`src/rtl/mc_ctrl_pkg.sv`:
```
// mc_ctrl_pkg: opcodes, ALU/mux encodings, FSM states and control vector shared by the MIPS multi-cycle control
package mc_ctrl_pkg;
  localparam logic [5:0] OP_RTYPE = 6'b000000;
  localparam logic [5:0] OP_LW    = 6'b100011;
  localparam logic [5:0] OP_SW    = 6'b101011;
  localparam logic [5:0] OP_BEQ   = 6'b000100;
  localparam logic [5:0] OP_ADDI  = 6'b001000;
  localparam logic [5:0] OP_J     = 6'b000010;
  localparam logic [1:0] ALUOP_ADD   = 2'b00;
  localparam logic [1:0] ALUOP_SUB   = 2'b01;
  localparam logic [1:0] ALUOP_FUNCT = 2'b10;
  localparam logic [1:0] SRCB_RT     = 2'b00;
  localparam logic [1:0] SRCB_FOUR   = 2'b01;
  localparam logic [1:0] SRCB_IMM    = 2'b10;
  localparam logic [1:0] SRCB_IMM_SH = 2'b11;
  localparam logic [1:0] PCSRC_ALU    = 2'b00;
  localparam logic [1:0] PCSRC_ALUOUT = 2'b01;
  localparam logic [1:0] PCSRC_JUMP   = 2'b10;
  typedef enum logic [3:0] {
    IDLE, FETCH, DECODE, MEMADR, MEMRD, MEMWB, MEMWR,
    EXEC, ALUWB, BRANCH, ADDIEX, ADDIWB, JUMP
  } state_t;
  typedef struct packed {
    logic       pc_write;
    logic       pc_write_cond;
    logic       iord;
    logic       mem_read;
    logic       mem_write;
    logic       ir_write;
    logic       mem_to_reg;
    logic       reg_dst;
    logic       reg_write;
    logic       alu_src_a;
    logic [1:0] alu_src_b;
    logic [1:0] alu_op;
    logic [1:0] pc_src;
  } ctrl_t;
endpackage

```
`src/rtl/mc_main_control_if.sv`:
```
// mc_main_control_if: opcode/handshake inputs and datapath control outputs of the main control FSM
interface mc_main_control_if #(parameter int CNT_W = 32);
  logic [5:0]       opcode;
  logic             mem_ready;
  logic             pc_write;
  logic             pc_write_cond;
  logic             iord;
  logic             mem_read;
  logic             mem_write;
  logic             ir_write;
  logic             mem_to_reg;
  logic             reg_dst;
  logic             reg_write;
  logic             alu_src_a;
  logic [1:0]       alu_src_b;
  logic [1:0]       alu_op;
  logic [1:0]       pc_src;
  logic [CNT_W-1:0] instr_count;
  logic             illegal_op;
  modport master (
    input  opcode, mem_ready,
    output pc_write, pc_write_cond, iord, mem_read, mem_write, ir_write,
           mem_to_reg, reg_dst, reg_write, alu_src_a, alu_src_b, alu_op,
           pc_src, instr_count, illegal_op
  );
  modport slave (
    output opcode, mem_ready,
    input  pc_write, pc_write_cond, iord, mem_read, mem_write, ir_write,
           mem_to_reg, reg_dst, reg_write, alu_src_a, alu_src_b, alu_op,
           pc_src, instr_count, illegal_op
  );
endinterface

```
`src/rtl/mc_ctrl_decode.sv`:
```
// mc_ctrl_decode: combinational state -> datapath control vector; only FETCH's IR/PC loads depend on mem_ready
module mc_ctrl_decode
  import mc_ctrl_pkg::*;
(
  input  state_t state,
  input  logic   mem_ready,
  output ctrl_t  ctrl
);
  always_comb begin
    ctrl = '0;
    case (state)
      FETCH: begin
        ctrl.mem_read  = 1'b1;
        ctrl.alu_src_b = SRCB_FOUR;
        ctrl.ir_write  = mem_ready;
        ctrl.pc_write  = mem_ready;
      end
      DECODE: ctrl.alu_src_b = SRCB_IMM_SH;
      MEMADR, ADDIEX: begin
        ctrl.alu_src_a = 1'b1;
        ctrl.alu_src_b = SRCB_IMM;
      end
      MEMRD: begin
        ctrl.mem_read = 1'b1;
        ctrl.iord     = 1'b1;
      end
      MEMWB: begin
        ctrl.reg_write  = 1'b1;
        ctrl.mem_to_reg = 1'b1;
      end
      MEMWR: begin
        ctrl.mem_write = 1'b1;
        ctrl.iord      = 1'b1;
      end
      EXEC: begin
        ctrl.alu_src_a = 1'b1;
        ctrl.alu_op    = ALUOP_FUNCT;
      end
      ALUWB: begin
        ctrl.reg_write = 1'b1;
        ctrl.reg_dst   = 1'b1;
      end
      BRANCH: begin
        ctrl.alu_src_a     = 1'b1;
        ctrl.alu_op        = ALUOP_SUB;
        ctrl.pc_src        = PCSRC_ALUOUT;
        ctrl.pc_write_cond = 1'b1;
      end
      ADDIWB: ctrl.reg_write = 1'b1;
      JUMP: begin
        ctrl.pc_write = 1'b1;
        ctrl.pc_src   = PCSRC_JUMP;
      end
      default: ctrl = '0;
    endcase
  end
endmodule

```
`src/rtl/mc_main_control.sv`:
```
// mc_main_control: multi-cycle MIPS main control FSM with retired-instruction counter and sticky illegal-opcode flag
module mc_main_control
  import mc_ctrl_pkg::*;
#(
  parameter int CNT_W = 32
) (
  input logic               clk,
  input logic               rst_n,
  mc_main_control_if.master bus
);
  state_t           state, state_nxt;
  ctrl_t            ctrl;
  logic             retire, bad_op, illegal;
  logic [CNT_W-1:0] cnt;
  always_comb begin
    state_nxt = FETCH;
    retire    = 1'b0;
    bad_op    = 1'b0;
    case (state)
      IDLE:   state_nxt = FETCH;
      FETCH:  state_nxt = bus.mem_ready ? DECODE : FETCH;
      DECODE:
        case (bus.opcode)
          OP_LW, OP_SW: state_nxt = MEMADR;
          OP_RTYPE:     state_nxt = EXEC;
          OP_BEQ:       state_nxt = BRANCH;
          OP_ADDI:      state_nxt = ADDIEX;
          OP_J:         state_nxt = JUMP;
          default:      bad_op = 1'b1;
        endcase
      MEMADR: state_nxt = (bus.opcode == OP_SW) ? MEMWR : MEMRD;
      MEMRD:  state_nxt = bus.mem_ready ? MEMWB : MEMRD;
      MEMWR: begin
        state_nxt = bus.mem_ready ? FETCH : MEMWR;
        retire    = bus.mem_ready;
      end
      EXEC:   state_nxt = ALUWB;
      ADDIEX: state_nxt = ADDIWB;
      MEMWB, ALUWB, BRANCH, ADDIWB, JUMP: retire = 1'b1;
      default: state_nxt = FETCH;
    endcase
  end
  always_ff @(posedge clk or negedge rst_n) begin
    if (!rst_n) begin
      state   <= IDLE;
      cnt     <= '0;
      illegal <= 1'b0;
    end else begin
      state   <= state_nxt;
      cnt     <= cnt + CNT_W'(retire);
      illegal <= illegal | bad_op;
    end
  end
  mc_ctrl_decode u_decode (.state(state), .mem_ready(bus.mem_ready), .ctrl(ctrl));
  assign {bus.pc_write, bus.pc_write_cond, bus.iord, bus.mem_read, bus.mem_write,
          bus.ir_write, bus.mem_to_reg, bus.reg_dst, bus.reg_write, bus.alu_src_a,
          bus.alu_src_b, bus.alu_op, bus.pc_src} = ctrl;
  assign bus.instr_count = cnt;
  assign bus.illegal_op  = illegal;
endmodule

```
`src/flat_wrapper.sv`:
```
// flat-port wrapper written by rule: the top's interface ports become plain ports
module mc_main_control_flat import mc_ctrl_pkg::*;
#(
  parameter int CNT_W = 32
)
  (clk, rst_n, bus_opcode, bus_mem_ready, bus_pc_write, bus_pc_write_cond, bus_iord, bus_mem_read, bus_mem_write, bus_ir_write, bus_mem_to_reg, bus_reg_dst, bus_reg_write, bus_alu_src_a, bus_alu_src_b, bus_alu_op, bus_pc_src, bus_instr_count, bus_illegal_op);
  mc_main_control_if #(.CNT_W(CNT_W)) bus_i ();
  input logic clk;
  input logic rst_n;
  input wire logic [$bits(bus_i.opcode)-1:0] bus_opcode;
  input wire logic [$bits(bus_i.mem_ready)-1:0] bus_mem_ready;
  output wire logic [$bits(bus_i.pc_write)-1:0] bus_pc_write;
  output wire logic [$bits(bus_i.pc_write_cond)-1:0] bus_pc_write_cond;
  output wire logic [$bits(bus_i.iord)-1:0] bus_iord;
  output wire logic [$bits(bus_i.mem_read)-1:0] bus_mem_read;
  output wire logic [$bits(bus_i.mem_write)-1:0] bus_mem_write;
  output wire logic [$bits(bus_i.ir_write)-1:0] bus_ir_write;
  output wire logic [$bits(bus_i.mem_to_reg)-1:0] bus_mem_to_reg;
  output wire logic [$bits(bus_i.reg_dst)-1:0] bus_reg_dst;
  output wire logic [$bits(bus_i.reg_write)-1:0] bus_reg_write;
  output wire logic [$bits(bus_i.alu_src_a)-1:0] bus_alu_src_a;
  output wire logic [$bits(bus_i.alu_src_b)-1:0] bus_alu_src_b;
  output wire logic [$bits(bus_i.alu_op)-1:0] bus_alu_op;
  output wire logic [$bits(bus_i.pc_src)-1:0] bus_pc_src;
  output wire logic [$bits(bus_i.instr_count)-1:0] bus_instr_count;
  output wire logic [$bits(bus_i.illegal_op)-1:0] bus_illegal_op;
  assign bus_i.opcode = bus_opcode;
  assign bus_i.mem_ready = bus_mem_ready;
  assign bus_pc_write = bus_i.pc_write;
  assign bus_pc_write_cond = bus_i.pc_write_cond;
  assign bus_iord = bus_i.iord;
  assign bus_mem_read = bus_i.mem_read;
  assign bus_mem_write = bus_i.mem_write;
  assign bus_ir_write = bus_i.ir_write;
  assign bus_mem_to_reg = bus_i.mem_to_reg;
  assign bus_reg_dst = bus_i.reg_dst;
  assign bus_reg_write = bus_i.reg_write;
  assign bus_alu_src_a = bus_i.alu_src_a;
  assign bus_alu_src_b = bus_i.alu_src_b;
  assign bus_alu_op = bus_i.alu_op;
  assign bus_pc_src = bus_i.pc_src;
  assign bus_instr_count = bus_i.instr_count;
  assign bus_illegal_op = bus_i.illegal_op;
  mc_main_control #(.CNT_W(CNT_W)) u_core (.clk(clk), .rst_n(rst_n), .bus(bus_i));
endmodule
```
`config.mk`:
```
export PLATFORM = sky130hd
export DESIGN_NAME = mc_main_control_flat
export DESIGN_NICKNAME = d
export VERILOG_FILES = /design/src/rtl/mc_ctrl_pkg.sv /design/src/rtl/mc_main_control_if.sv /design/src/rtl/mc_ctrl_decode.sv /design/src/rtl/mc_main_control.sv /design/src/flat_wrapper.sv
export SDC_FILE = /design/constraint.sdc
export NUM_CORES = 1
export LEC_CHECK = 0
export ABC_AREA = 1
export ABC_CLOCK_PERIOD_IN_PS = 3290
export BUFFER_PORTS_ARGS = -buffer_cell sky130_fd_sc_hd__buf_2
export CAP_MARGIN = 20
export CORE_UTILIZATION = 45
export CTS_BUF_LIST = sky130_fd_sc_hd__clkbuf_4 sky130_fd_sc_hd__clkbuf_8
export DETAILED_ROUTE_END_ITERATION = 16
export GPL_TIMING_DRIVEN = 0
export HOLD_SLACK_MARGIN = 0.12
export PLACE_DENSITY = 0.74
export SLEW_MARGIN = 5
export SYNTH_ARGS = -nofsm -noshare
export SYNTH_HDL_FRONTEND = slang
export SYNTH_SLANG_ARGS = --single-unit
```
`constraint.sdc`:
```
create_clock -name clk -period 3.29 [get_ports clk]
set_input_delay 0.329 -clock clk [delete_from_list [all_inputs] [get_ports clk]]
set_output_delay 0.329 -clock clk [all_outputs]
set_load 0.01 [all_outputs]
```
==> results of run 1 <==
[metal layers]
| metal | track usage | part of all wire | wire (um) |
|---|---|---|---|
| met1 | 0.2602 | 0.45 | 2354 |
| met2 | 0.3483 | 0.50 | 2636 |
| met3 | 0.04201 | 0.044 | 232 |
| met4 | 0.06289 | 0.010 | 55 |
| met5 | 0 | 0 | 0 |
[final timing paths]
| check | start | to | slack, ns | depth (start not counted) |
|---|---|---|---|---|
| worst max-delay path | u_core.state[3]$_DFF_PN0_ | u_core.bus.instr_count[28]$_DFF_PN0_ | 1.01 | 12 |
| worst min-delay path | rst_n | u_core.bus.instr_count[18]$_DFF_PN0_ | 0.13 | 1 |
| worst max register to register | u_core.state[3]$_DFF_PN0_ | u_core.bus.instr_count[28]$_DFF_PN0_ | 1.01 | 12 |
| worst min register to register | u_core.bus.illegal_op$_DFF_PN0_ | u_core.bus.illegal_op$_DFF_PN0_ | 0.47 | 2 |
| max in group asynchronous | rst_n | u_core.bus.instr_count[13]$_DFF_PN0_ | 2.67 | 1 |
| min in group clk | bus_opcode[4] | u_core.state[2]$_DFF_PN0_ | 0.38 | 4 |
[state kept, by name, indices dropped and copies added, names as in the netlist]
register,cells
u_core.bus.instr_count,32
u_core.state,4
u_core.bus.illegal_op,1
[worst max-delay path: stages (launching register included)]
cell and delay, ns:
dfrtp_1 0.43, nor2_1 0.24, nand2_1 0.10, inv_1 0.08, nand2_1 0.05, nand4_1 0.09
ha_1 0.25, ha_1 0.31, nand3_1 0.19, nor2_2 0.25, nand2_1 0.08, nand2_1 0.06
nand2_1 0.05
[where the power goes]
| group | internal (mW) | switching, mW |
|---|---|---|
| Sequential | 0.500 | 0.0579 |
| Clock | 0.246 | 0.164 |
| Combinational | 0.134 | 0.229 |
| Total | 0.880 | 0.451 |
[cells in the final DEF (no fill, tap or decap)]
master | netlist | final
nor2_1 | 63 | 63
clkbuf_8 | 0 | 6
inv_1 | 42 | 42
nand3_1 | 31 | 31
nand2_2 | 6 | 6
ha_1 | 2 | 2
buf_4 | 2 | 2
nor2_2 | 6 | 6
nor2_8 | 3 | 3
o21ai_0 | 3 | 3
dfrtp_1 | 37 | 37
buf_2 | 0 | 57
nand2_1 | 119 | 119
xnor2_1 | 6 | 6
xor2_1 | 7 | 7
nand3b_1 | 2 | 2
bufinv_16 | 0 | 1
nand2_4 | 3 | 3
nor2_4 | 3 | 3
clkinvlp_4 | 0 | 1
xor2_2 | 2 | 2
nand4_1 | 2 | 2
nor3_1 | 1 | 1
a21oi_1 | 1 | 1
[cell type report]
cell class,count,area [um2],area share
buffer,2,15.01,0.005256
sequential,37,925.9,0.3241
timing repair buffer,57,285.3,0.09987
tap,70,87.58,0.03066
clock inverter,2,37.54,0.01314
clock buffer,6,82.58,0.02891
multi-input combinational,260,1265,0.4428
inverter,42,157.7,0.05519
[kinds of logic (layout without fill, tap and decap cells)]
family | count (synthesis) | count (layout) | synth area share
buffers and inverters | 44 | 109 | 0.07305
DFF | 37 | 37 | 0.3917
xor gates and xnor gates | 15 | 15 | 0.06194
and+or+nand+nor | 239 | 239 | 0.4542
AOI/OAI and AO/OA | 4 | 4 | 0.008466
adders and majority gates | 2 | 2 | 0.01059
==> results.md, run 1 <==
- CTS buffer count: 5
- Slew @ Worst Pin: 0.8006 ns
- Synth top area share: 0.3917
- Die width: 74.47 um
- Post-synth top area cell: dfrtp_1
- Req. time, crit path: 3.48 ns
- Synth unique cells: 20
- Final core occ: 0.5629
- Total Routed Length: 5278 um
- Max Fanout on Critical Path: 5
- Pleak: about 1.6 nW
- Status: finished, final reports clean
- Seq/Total Area, Yosys: 0.3917
- Row cnt: 26
- Hold_ws: 0.1257 ns
- RSZ-0062 raised after global routing: no
- Pre-CTS setup slack: 1.004 ns
- Post-synth EDFFs: 0
- Routed Antenna Nets: 0
- Initial antenna violation count: 0
- WP data arrival: 2.47 ns
- Vias in the first global route: 1997
- Slew Limit Headroom: 0.4663
- CTS resizes: 0
- Top FF cell, synth: dfrtp_1
- Crit start category: register
- Vias: 2277
- Placed cells: 468
- Clock Latency Late Sink: between 0.2 and 0.3 ns
- CP Class: register to register
- Total Nets Final: approximately 420
- Vias per inst: 4.784
- Synth Register Bits: 37
- H-tree levels: 2
- Clk root buf: clkbuf_8
- Maximum clock path buffer count: 2
- Fin crit period: 2.280 ns
- Clock sink count: 37
- Cells after synthesis: about 340
- Type of the most critical hold path: input pin to async pin
- Top cells by area, synth: dfrtp_1 (39%), nand2_1 (19%), nor2_1 (10%)
- Max_cap viols: 0
- Pwr Density: 466.1 nW/um2
- Avg Inst Size Synth: a little under 7 um2
- Syn nets: 352
- Tot Pwr: around 1.3 mW
- RePlAce Congestion: 0.8632
- Final Cycle Share: 0.6929
- Clk_skew: roughly 0.0065 ns
- Setup_tns: 0 ns
- P&R area growth vs syn: 20.86%
- Final WS setup: 1.010 ns
- Placeable Area: slightly above 5000 um2
- Most common cell in the netlist: nand2_1
- PortBufs: 57
- Commonest cells post-synth: nand2_1 (119), nor2_1 (63), inv_1 (42), dfrtp_1 (37), nand3_1 (31)
- Fin. Hold Viols: 0
- Syn Std Cell Area: 2364 um2
- Initial DRC count: 131
- Hold_buf cts: 0
- Drt pass-1 iters: 4
- First-pass GRT wire length: 8707 um
- Layout cell share with drive strength beyond 1: 0.2217
- GRT Residual Overflow: 0
- Peak supply drop: between 0.15 and 0.2 mV
- DIE AREA: 5546 um2
- Fillers: 511
- Die Y: 74.47 um
- Antenna cells: 0
- DP HPWL: 4287 um
- Gr usage total: 0.2045
- Synthesis Warnings: 0
- DRC Markers: 0
- Final non-filler cell total: 476
- Largest net degree at the start of global routing: 38
- Postcts setup bufs: 0
- CP endpoint kind: register
- Final setup fails: 0
- FFs w/ async S/R, synth: 1.000
- Cell area after layout: 2856 um2
- CTS clk-pin slew, worst paths: 0.08 ns
- Mean routed wirelength per cell: 11.09 um
- Final-report max-slew violation count: 0
- CTS tree: done
- Initial Util: 0.4657
- Fmax: 0.4386 GHz
- # IOs: 58
- Post-placement cell area: 2736 um2
Power figures use the tool's default switching activity.
==> run 2, diff against run 1 <==
- ABC_CLOCK_PERIOD_IN_PS: 3290 -> 2400
- clock period: 3.29 -> 2.4 ns (I/O delays scaled with it)
==> run 2 against run 1 <==
Clock skew hardly changed. Fmax is 7.4% higher. Worst setup slack got worse by 0.73 ns. Global-route usage rose by 0.057 points. Hold slack improved by 0.17 ns. Critical path type unchanged. Register-to-register slack worse by 0.73 ns. Die area stayed put. Power rose by 39%. First-iteration DRC count increased by 3.1%.
==> results.md, run 2 (synthesis results as in run 1) <==
- Die width: between 70 and 80 um
- Crit start category: register
- Row cnt: 26
- Fillers: 509
- RePlAce Congestion: 0.8632
- Fmax: 0.4710 GHz
- Final core occ: 0.5688
- Max reg flops: 32
- Clk_skew: around 0.0067 ns
- Max Fanout on Critical Path: 6
- Placeable Area: 5075 um2
- Gr usage total: 0.2050
- Total Nets Final: ~420
- Fin crit period: 2.123 ns
- Drt pass-1 iters: 5
- CP endpoint kind: register
- WP data arrival: 2.31 ns
- Antenna cells: 0
- Initial Util: 0.4657
- Clock Latency Late Sink: around 0.29 ns
- Slew Limit Headroom: 0.4664
- Peak supply drop: 0.2769 mV
- Largest net degree at the start of global routing: 38
- Initial antenna violation count: 0
- Final setup fails: 0
- Routed Antenna Nets: 0
- Max_cap viols: 0
- Final-report max-slew violation count: 0
- Vias in the first global route: 2009
- PortBufs: 57
- CTS tree: done
- Fin. Hold Viols: 0
- Tot Pwr: 1.849 mW
- Top routing layer in use: met4
- Reg-to-reg slack, setup: roughly 0.28 ns
- GRT Residual Overflow: 0
- Req. time, crit path: 2.59 ns
- CP Class: register to register
- RSZ-0062 raised after global routing: no
- Slew @ Worst Pin: 0.8004 ns
- Layout cell share with drive strength beyond 1: 0.2310
- Status: finished, final reports clean
- Vias: 2296
- Die Y: 74.47 um
- Mean routed wirelength per cell: 11.16 um
- Pwr Density: 640.6 nW/um2
- Commonest non-fill, non-tap cell in the layout: nand2_1
- Pleak: 1.624 nW
- DR WL met3: between 200 and 300 um
- First-pass GRT wire length: 8735 um
- Clock sink count: 37
- Maximum clock path buffer count: 2
- Clk root buf: clkbuf_8
- CTS buffer count: 5
- DIE AREA: about 5500 um2
- Vias per inst: 4.813
- Met2 routed WL: about 2600 um
- Setup_tns: 0 ns
- P&R area growth vs syn: 22.13%
- Type of the most critical hold path: input pin to register
- Total Routed Length: 5323 um
- Hold_ws: 0.2910 ns
- CTS clk-pin slew, worst paths: ~0.08 ns
- Commonest non-fill, non-tap cells in the layout: nand2_1 (119), nor2_1 (61), buf_2 (57), inv_1 (42), dfrtp_1 (37)
- Initial DRC count: 135
- M1 WL: 2329 um
- DRC Markers: 0
- DP HPWL: 4287 um
- H-tree levels: 2
- # IOs: 58
- Final Cycle Share: 0.8847
==> run 2: worst max-delay path: stages (launching register included) <==
cell	delay [ns]
dfrtp_1	0.44
inv_1	0.08
nor2_1	0.19
nand2_1	0.10
nand2_1	0.07
nor2_1	0.04
nand4_1	0.07
ha_2	0.25
ha_4	0.19
nand3_1	0.15
nor2_2	0.25
nand2_1	0.08
nand2_1	0.06
nand2_1	0.05
==> run 2: timing repair <==
item / in CTS / in global routing
setup endpoints to repair: 0 / 5
hold buffers: 1 / 0
gates resized for setup: 0 / 5
buffers inserted: 0 / 0
endpoints found under the hold margin: 37 / 0
==> run 2: area by class of cell <==
cell class                 instances  area [um2]  share of cell area
clock inverter                     2       37.54             0.01300
buffer                             2       15.01            0.005202
inverter                          42       157.7             0.05462
tap                               70       87.58             0.03034
clock buffer                       6       82.58             0.02861
multi-input combinational        260        1285              0.4452
sequential                        37       925.9              0.3208
timing repair buffer              58       295.3              0.1023
==> run 2: worst paths after layout <==
| kind | from | to | cells past startpoint |
|---|---|---|---|
| min reg2reg | u_core.bus.illegal_op$_DFF_PN0_ | u_core.bus.illegal_op$_DFF_PN0_ | 2 |
| max reg2reg | u_core.state[0]$_DFF_PN0_ | u_core.bus.instr_count[28]$_DFF_PN0_ | 13 |
| max | u_core.state[0]$_DFF_PN0_ | u_core.bus.instr_count[28]$_DFF_PN0_ | 13 |
| max in group asynchronous | rst_n | u_core.bus.instr_count[13]$_DFF_PN0_ | 2 |
| min | bus_opcode[4] | u_core.state[2]$_DFF_PN0_ | 4 |
| min in group asynchronous | rst_n | u_core.bus.instr_count[10]$_DFF_PN0_ | 2 |
==> run 2: metal layers <==
metal  global-route usage  up-vias
met5                    0        -
met4              0.06289        0
met3              0.04201       11
met2               0.3504       67
met1               0.2602     1049
li1                     -     1169
==> run 2: where the power goes <==
part           switching, mW  total, mW  internal (mW)
registers             0.0869      0.772          0.685
logic                  0.317      0.513          0.196
clock network          0.226      0.564          0.338
total                  0.631       1.85           1.22
==> run 2: through the flow <==
| stage | cells | cell area [um2] | setup slack (ns) |
|---|---|---|---|
| final | 477 | 2887 | 0.2767 |
| after global routing | 477 | 2887 | 0.03197 |
| after CTS | 477 | 2867 | 0.09781 |
| after detailed placement | 468 | 2736 | 0.1136 |
| after global placement | 468 | 2736 | 0.1589 |
| after floorplan | 341 | 2364 | 0.3402 |
==> run 3, diff against run 2 <==
- ABC_AREA: 1 -> default
- PLACE_DENSITY: 0.74 -> 0.76
==> run 3 against run 2 <==
Synthesized area down 17%. Critical path depth shrank 2. Critical endpoint is now u_core.bus.instr_count[17]$_DFF_PN0_. Worst setup slack lost 0.15 ns. First-iteration DRC count down 38%. Flip-flop and latch count stayed put. Fmax fell by 6.7%. Combinational power grew 44%. Clock skew down 0.0023 ns. Global-route usage decreased by 1.4 points. Clock power decreased by 21%.
==> results.md, run 3 <==
- GRT Residual Overflow: 0
- Req. time, crit path: 2.62 ns
- Combinational power share: 0.375
- Initial DRC count: between 80 and 90
- Final-report max-slew violation count: 0
- Post-synth EDFFs: 0
- Commonest non-fill, non-tap cell in the layout: buf_2
- Total Nets Final: 274
- WP data arrival: 2.49 ns
- Fillers: about 370
- Reg2reg path depth: 11
- Sequential Power Share: 0.399
- Placed cells: 301
- Total Routed Length: 4175 um
- Worst r2r src: u_core.state[3]$_DFF_PN0_
- Fin. Hold Viols: 0
- Reg-to-reg slack, setup: 0.12 ns
- Commonest non-fill, non-tap cells in the layout: buf_2 (56), dfrtp_1 (36), xnor2_1 (26), nand2_1 (17), nand3_1 (15)
- # IOs: 58
- CP startpoint: u_core.state[3]$_DFF_PN0_
- Initial Util: 0.4776
- Setup_tns: 0 ns
- Reported net switching power: 0.6875 mW
- Die width: 67.86 um
- Clock Latency Late Sink: a little under 0.3 ns
- Clk_skew: 0.004392 ns
- DP HPWL: 2878 um
- Tot Pwr: 1.969 mW
- Routed Antenna Nets: 0
- Status: finished, final reports clean
- H-tree levels: 2
- Max_cap viols: 0
- Final non-filler cell total: 313
- Most common cell in the netlist: dfrtp_1
- Final Cycle Share: 0.9486
- Hold_ws: between 0.2 and 0.25 ns
- CP Class: register to register
- CP endpoint kind: register
- DRC Markers: 0
- Avg Inst Size Synth: 9.959 um2
- Final WS setup: 0.1233 ns
- Gr usage total: 0.1908
- Syn nets: between 200 and 250
- Seq/Total Area, Yosys: 0.4744
- Clk pwr share: 0.225
- Mean routed wirelength per cell: approximately 13 um
- Clock sink count: 37
- Vias: 1640
- Worst setup path end: u_core.bus.instr_count[17]$_DFF_PN0_
- Commonest cells post-synth: dfrtp_1 (37), xnor2_1 (26), nand2_1 (17), nand3_1 (16), nor2_1 (16)
- P&R area growth vs syn: 29.10%
- PortBufs: 55
- Synth top area share: 0.4744
- Max reg flops: 32
- Clk root buf: clkbuf_8
- Final setup fails: 0
- Fmax: 0.4392 GHz
- RePlAce Congestion: 0.8612
- Peak supply drop: 0.6327 mV
- CTS clk-pin slew, worst paths: around 0.07 ns
- Type of the most critical hold path: input pin to register
- Post-synth top area cell: dfrtp_1
- Crit start category: register
- Vias per inst: 5.240
- Pwr Density: 781.5 nW/um2
- CTS buffer count: 5
- Fin crit period: between 2 and 2.5 ns
- Slew Limit Headroom: 0.4663
- CTS tree: done
- Largest net degree at the start of global routing: 38
- Syn Std Cell Area: a little under 2000 um2
- Maximum clock path buffer count: 2
- Top FF cell, synth: dfrtp_1
- Slew @ Worst Pin: 0.8006 ns
- DIE AREA: 4605 um2
- Synth Register Bits: 37
- Internal: 1.282 mW
- Pre-CTS setup slack: -0.4920 ns
- Cells after synthesis: 196
- Vias in the first global route: 1377
- Placeable Area: 4086 um2
- First-pass GRT wire length: 6437 um
- Antenna cells: 0
- Synth unique cells: 40
- Switching share of power: 0.3491
- FFs w/ async S/R, synth: 1.000
- Initial antenna violation count: 0
- Synthesis Warnings: 0
- Layout cell share with drive strength beyond 1: 0.3764
- Die Y: 67.86 um
- Max Fanout on Critical Path: 10
- Pleak: 1.229 nW
- Worst flop-to-flop path endpoint: u_core.bus.instr_count[17]$_DFF_PN0_
- Drt pass-1 iters: 4
- Top cells by area, synth: dfrtp_1 (47%), xnor2_1 (12%), nand3_1 (4.1%)
- Row cnt: 23
run 3: cells by family after synthesis:
logic type	Yosys count	share of synthesized area
buffers and inverters	12	0.03653
AND/OR/NAND/NOR	89	0.2404
multiplexers	2	0.01090
XOR/XNOR	33	0.1519
adder cells (fa/ha/maj)	3	0.01859
flip-flops	37	0.4744
AO/OA/AOI/OAI	20	0.06731
run 3: final cells by class:
cell class                 instances  area, um2  area share
buffer                             9      87.58     0.03476
clock buffer                       7      90.09     0.03575
inverter                           2      7.507    0.002979
multi-input combinational        147       1022      0.4057
sequential                        37      927.1      0.3679
tap                               50      62.56     0.02483
timing repair buffer              61      322.8      0.1281
run 3: through the flow:
stage                 util  area [um2]
finish              0.6167        2520
global route        0.6167        2520
CTS                 0.5983        2445
detailed placement  0.5615        2295
global placement    0.5615        2295
floorplan                -        1957
run 3: worst min path at each step:
| stage | start | to | slack [ns] | cells after the start |
|---|---|---|---|---|
| after global placement | rst_n | u_core.bus.instr_count[18]$_DFF_PN0_ | 0.37 | 1 |
| after CTS | bus_opcode[1] | u_core.state[1]$_DFF_PN0_ | 0.25 | 2 |
| after floorplan | rst_n | u_core.bus.illegal_op$_DFF_PN0_ | -0.06 | 0 |
| after global routing | bus_opcode[1] | u_core.state[1]$_DFF_PN0_ | 0.26 | 2 |
| after detailed placement | rst_n | u_core.bus.instr_count[18]$_DFF_PN0_ | 0.38 | 1 |
| final | bus_opcode[1] | u_core.state[1]$_DFF_PN0_ | 0.25 | 2 |
run 3: worst max-delay path: stages (launching register included):
cell and delay, ns:
dfrtp_1 0.42, buf_6 0.16, nor2b_2 0.13, mux2i_1 0.09, o21ai_1 0.16, ha_2 0.24
nand4_1 0.17, nor2_2 0.19, and3_1 0.19, buf_6 0.13, and3_4 0.20, xor2_2 0.12
run 3: layer usage:
layer,routed length [um],GRT usage,up-vias
met5,0,0,-
met4,76,0.08594,0
met3,159,0.03500,7
met2,1973,0.2896,39
met1,1967,0.2640,785
li1,-,-,809
run 3: power by group through the flow:
stage                     Combinational, mW  Sequential [mW]  Clock, mW
after global placement                0.642            0.765          0
after floorplan                       0.411            0.780          0
final                                 0.739            0.786      0.444
after CTS                             0.655            0.778      0.458
after global routing                  0.818            0.796      0.487
after detailed placement              0.653            0.765          0
run 3: repair_timing:
action	in CTS	in global routing
hold endpoints to repair	37	0
gates resized for setup	13	19
hold buffers	1	0
endpoints found under the setup margin	23	18
buffers inserted	2	3
pin swaps	2	4
